--- src/rtl/uart_tx.sv ---
// UART transmitter: start bit, DBIT data bits LSB first,
// optional parity bit, then a stop period, all paced by s_tick.
module uart_tx #(
    parameter int DBIT    = 8,
    parameter int SB_TICK = 16,
    parameter int OS      = 16,
    parameter int PARITY  = 0
) (
    input  logic            clk,
    input  logic            reset,
    input  logic            s_tick,
    input  logic            tx_start,
    input  logic [DBIT-1:0] din,
    output logic            tx,
    output logic            tx_busy,
    output logic            tx_done_tick
);

    localparam int SMAX = (OS > SB_TICK) ? OS : SB_TICK;
    localparam int SW   = (SMAX > 1) ? $clog2(SMAX) : 1;
    localparam int NW   = (DBIT > 1) ? $clog2(DBIT) : 1;

    localparam logic [SW-1:0] S_BIT  = SW'(OS - 1);
    localparam logic [SW-1:0] S_STOP = SW'(SB_TICK - 1);
    localparam logic [NW-1:0] N_LAST = NW'(DBIT - 1);

    // Parity codes other than 1/2 mean no parity bit at all.
    localparam logic PAR_EN  = (PARITY == 1) || (PARITY == 2);
    localparam logic PAR_ODD = (PARITY == 2);

    typedef enum logic [2:0] {
        IDLE,
        START,
        DATA,
        PAR,
        STOP
    } state_t;

    state_t          state_q, state_d;
    logic [SW-1:0]   s_q, s_d;
    logic [NW-1:0]   n_q, n_d;
    logic [DBIT-1:0] b_q, b_d;
    logic            p_q, p_d;
    logic            tx_q, tx_d;
    logic            done_q, done_d;

    // State and datapath registers; reset forces the line idle at once.
    always_ff @(posedge clk or posedge reset) begin
        if (reset) begin
            state_q <= IDLE;
            s_q     <= '0;
            n_q     <= '0;
            b_q     <= '0;
            p_q     <= 1'b0;
            tx_q    <= 1'b1;
            done_q  <= 1'b0;
        end else begin
            state_q <= state_d;
            s_q     <= s_d;
            n_q     <= n_d;
            b_q     <= b_d;
            p_q     <= p_d;
            tx_q    <= tx_d;
            done_q  <= done_d;
        end
    end

    // Next-state logic: each bit lasts a fixed number of s_ticks.
    always_comb begin
        state_d = state_q;
        s_d     = s_q;
        n_d     = n_q;
        b_d     = b_q;
        p_d     = p_q;
        done_d  = 1'b0;
        unique case (state_q)
            IDLE: begin
                if (tx_start) begin
                    state_d = START;
                    s_d     = '0;
                    b_d     = din;
                    p_d     = PAR_ODD;
                end
            end
            START: begin
                if (s_tick) begin
                    if (s_q == S_BIT) begin
                        s_d     = '0;
                        n_d     = '0;
                        state_d = DATA;
                    end else begin
                        s_d = s_q + 1'b1;
                    end
                end
            end
            DATA: begin
                if (s_tick) begin
                    if (s_q == S_BIT) begin
                        s_d = '0;
                        p_d = p_q ^ b_q[0];
                        b_d = b_q >> 1;
                        if (n_q == N_LAST) begin
                            state_d = PAR_EN ? PAR : STOP;
                        end else begin
                            n_d = n_q + 1'b1;
                        end
                    end else begin
                        s_d = s_q + 1'b1;
                    end
                end
            end
            PAR: begin
                if (s_tick) begin
                    if (s_q == S_BIT) begin
                        s_d     = '0;
                        state_d = STOP;
                    end else begin
                        s_d = s_q + 1'b1;
                    end
                end
            end
            STOP: begin
                if (s_tick) begin
                    if (s_q == S_STOP) begin
                        state_d = IDLE;
                        done_d  = 1'b1;
                    end else begin
                        s_d = s_q + 1'b1;
                    end
                end
            end
            default: begin
                state_d = IDLE;
            end
        endcase
    end

    // Line level follows the next state so it moves on the same edge.
    always_comb begin
        tx_d = 1'b1;
        case (state_d)
            IDLE:    tx_d = 1'b1;
            START:   tx_d = 1'b0;
            DATA:    tx_d = b_d[0];
            PAR:     tx_d = p_d;
            default: tx_d = 1'b1;
        endcase
    end

    assign tx           = tx_q;
    assign tx_busy      = (state_q != IDLE);
    assign tx_done_tick = done_q;

endmodule

--- config.mk ---
export PLATFORM = sky130hd
export DESIGN_NAME = uart_tx
export DESIGN_NICKNAME = d
export VERILOG_FILES = /design/src/rtl/uart_tx.sv
export SDC_FILE = /design/constraint.sdc
export NUM_CORES = 1
export LEC_CHECK = 0
export ABC_CLOCK_PERIOD_IN_PS = 4500
export BUFFER_PORTS_ARGS = -buffer_cell sky130_fd_sc_hd__buf_2
export CORE_ASPECT_RATIO = 0.75
export CORE_MARGIN = 8
export CORE_UTILIZATION = 55
export DETAILED_ROUTE_END_ITERATION = 8
export HOLD_SLACK_MARGIN = 0.12
export PLACE_DENSITY = 0.87
export SETUP_SLACK_MARGIN = 0.3
export SLEW_MARGIN = 20
export SYNTH_ARGS = -nofsm -noshare
export SYNTH_HDL_FRONTEND = slang
export SYNTH_SLANG_ARGS = --single-unit
--- constraint.sdc ---
create_clock -name clk -period 4.5 [get_ports clk]
set_input_delay 0.9 -clock clk [delete_from_list [all_inputs] [get_ports clk]]
set_output_delay 0.9 -clock clk [all_outputs]
set_load 0.01 [all_outputs]
==> results by group <==
Job
  – Number of max-cap violations: 0

Logic synthesis
  – Post-synth top area share: 0.4545
  – Largest cells by area after synthesis: dfrtp_1, nand2_1, a22oi_1
  – Area of the mapped netlist: ~1100 sq um
  – Cells after synthesis: 110
  – Ys async rst share: 1.000
  – Post-synth top cells: dfrtp_1, nand2_1, nor2_1
  – Post-synth cell types: 41
  – Sequential element share of the synthesized area: 0.4784
  – Yosys reg bits: 21
  – Post-Syn Nets: between 100 and 150
  – Synth warnings: 0
  – Cell type with the largest total area after synthesis: dfrtp_1
  – Post-synth EDFFs: 0
  – Main synth FF type: dfrtp_1
  – Synth Area per Inst: 10.01 sq um

Critical path
  – Critical path endpoint category: output pin
  – Slowest CP cell: dfrtp_1
  – CP max FO: 15
  – Reg2reg setup slack: ~2400 ps
  – CP arrival: about 1500 ps
  – CP delay by family, top: flip-flops
  – Worst setup SP type: flip-flop
  – Largest stage delay on the critical path: between 500 and 600 ps
  – Critical Path RT: 3600 ps
  – CP Cell Sequence: or3_1, buf_2
  – Worst Path Buf+Inv: 1
  – Crit Path Class: reg2out

Pwr
  – Comb pwr share: 0.384
  – PD cells: 581.7 nW/um^2
  – Worst VDD drop: approximately 350 uV
  – Reg power frac: 0.491
  – Share of total power in the clock network: 0.125
  – Switching Fraction: 0.4008
  – Net switching power figure: roughly 0.00028 W
  – Tot Pwr: 0.0007039 W
  – Leakage: between 0.5 and 0.6 nW
  – P_int: 0.0004217 W

Timing
  – Hold Violations, Final: 0
  – Slew HR: 0.4852
  – Unrepaired setup endpoints after global routing: no
  – WHS: approximately 500 ps
  – Final Cycle Share: 0.5339
  – Highest clock rate: about 420 MHz
  – Clk_skew: roughly 11 ps
  – Max Slew Vio Count: 0
  – Sum of negative setup slack: 0 ps
  – Measured slew at the worst slew-check pin: around 770 ps
  – Final Setup Violations: 0
  – Clock period minus worst slack: ~2400 ps

Route
  – DR WL/cell: about 15 um
  – Pre-antenna DRT Iters: 4
  – Vias per Instance: 5.932
  – DRT antenna net count: 0
  – DR DRC count: 0
  – DRT iter0 DRCs: between 50 and 60
  – Total Routed Length: 2276 um
  – DR vias: between 800 and 900

Global routing
  – Antenna violations before repair: 0
  – Number of global-route vias before repair: between 800 and 900
  – Largest net degree at the start of global routing: 22
  – Gr ovfl total: 0
  – First-pass GRT wire length: 4043 um
  – Total GRT Usage: 0.1422

Worst hold path
  – Worst Hold Class: reg2reg

Clocking
  – Post-cts resize count: 0
  – Hold-fix buffers at CTS: 0
  – Clk_lat worst skew: around 300 ps
  – Bufs on Longest Clock Path: 2
  – Root buffer cell: clkbuf_4
  – Clock-pin slew on the worst setup and hold paths: 110 ps
  – Setup repair bufs after CTS: 0
  – H-tree depth: 1
  – Clock sink total: 21
  – CTS buffer count: 3
  – CTS tree: built

Placement
  – Area after DPL: about 1200 sq um
  – I/O Buffers: 14
  – DP HPWL: roughly 1700 um
  – Final Wtd Congestion: between 0.8 and 0.9

Finish
  – Area Overhead vs Synth: 9.886%
  – Share of cells above drive strength 1: 0.2177
  – Fin nets: between 100 and 150
  – Antenna Cells: 0
  – Final instance area: around 1200 sq um

Floorplanning
  – Total core area: 1944 sq um
  – Starting Density: 0.5663
  – Die W: around 68 um
  – Die ar.: approximately 3700 sq um
  – Io pins: 15
  – Num rows: 14
  – Chip Height: approximately 55 um

Status
  – Status: complete, no violations
cells in the final DEF (no fill, tap or decap), types with 2 or more instances in the layout:
cell type / Yosys / routed
nand2_1: 20 / 20
dfrtp_1: 20 / 20
buf_2: 2 / 14
nor2_1: 7 / 7
a22oi_1: 6 / 6
a22o_1: 5 / 5
o21ai_0: 4 / 4
o21ai_1: 3 / 3
nand2b_1: 3 / 3
nand3_1: 3 / 3
ha_1: 3 / 3
clkbuf_4: 0 / 3
and3_1: 2 / 2
o21a_1: 2 / 2
inv_1: 2 / 2
layout make-up:
class                      instances  area [sq um]
clock buffer                       4         26.28
fill                             161         734.5
inverter                           2         7.507
multi-input combinational         83         549.3
sequential                        21         526.8
tap                               24         30.03
timing repair buffer              14         70.07
layer usage:
| layer | track usage | vias to the layer above | wire length [um] |
|---|---|---|---|
| met5 | 0 | - | 0 |
| met1 | 0.1765 | 405 | 1000 |
| met2 | 0.2418 | 36 | 1069 |
| li1 | - | 435 | - |
| met4 | 0.01384 | 0 | 10 |
| met3 | 0.05112 | 2 | 195 |
per-stage QoR:
step	util	setup slack (ps)	std cells
floorplan	-	2426	110
global placement	0.6088	2186	144
detailed placement	0.6088	2092	144
CTS	0.6223	2095	148
global route	0.6223	2023	148
finish	0.6223	2098	148
tightest hold or removal path: stages (launching register included):
cell	delay (ps)
dfrtp_1	360
nand2_1	50
nand2_1	60
power by group through the flow:
stage                clock, W  sequential (W)  combinational [W]
finish              0.0000882        0.000346           0.000270
global route        0.0000993        0.000358           0.000310
CTS                 0.0000914        0.000345           0.000271
detailed placement          0        0.000349           0.000270
global placement            0        0.000340           0.000255
floorplan                   0        0.000312           0.000236
sequential cells by signal (all words and copies together), names as in the netlist:
register	flops
b_q	8
s_q	4
state_q	3
n_q	3
tx_done_tick	1
tx	1
p_q	1
cell families (layout without fill, tap and decap cells):
logic type | Yosys count | in the layout | synth area share
flops | 21 | 21 | 0.4784
simple gates | 48 | 48 | 0.2387
buf+inv | 6 | 20 | 0.02273
mux | 1 | 1 | 0.01023
compound gates | 31 | 31 | 0.2159
fa+ha+maj | 3 | 3 | 0.03409
final timing paths:
| kind | end | start | cells past startpoint |
|---|---|---|---|
| min in group asynchronous | b_q[7] | reset | 2 |
| min | b_q[2] | b_q[2] | 2 |
| max | tx_busy | state_q[0] | 2 |
| max in group asynchronous | n_q[0] | reset | 2 |
| min reg2reg | b_q[2] | b_q[2] | 2 |
| max reg2reg | tx | state_q[0] | 5 |
Power figures use the tool's default switching activity.
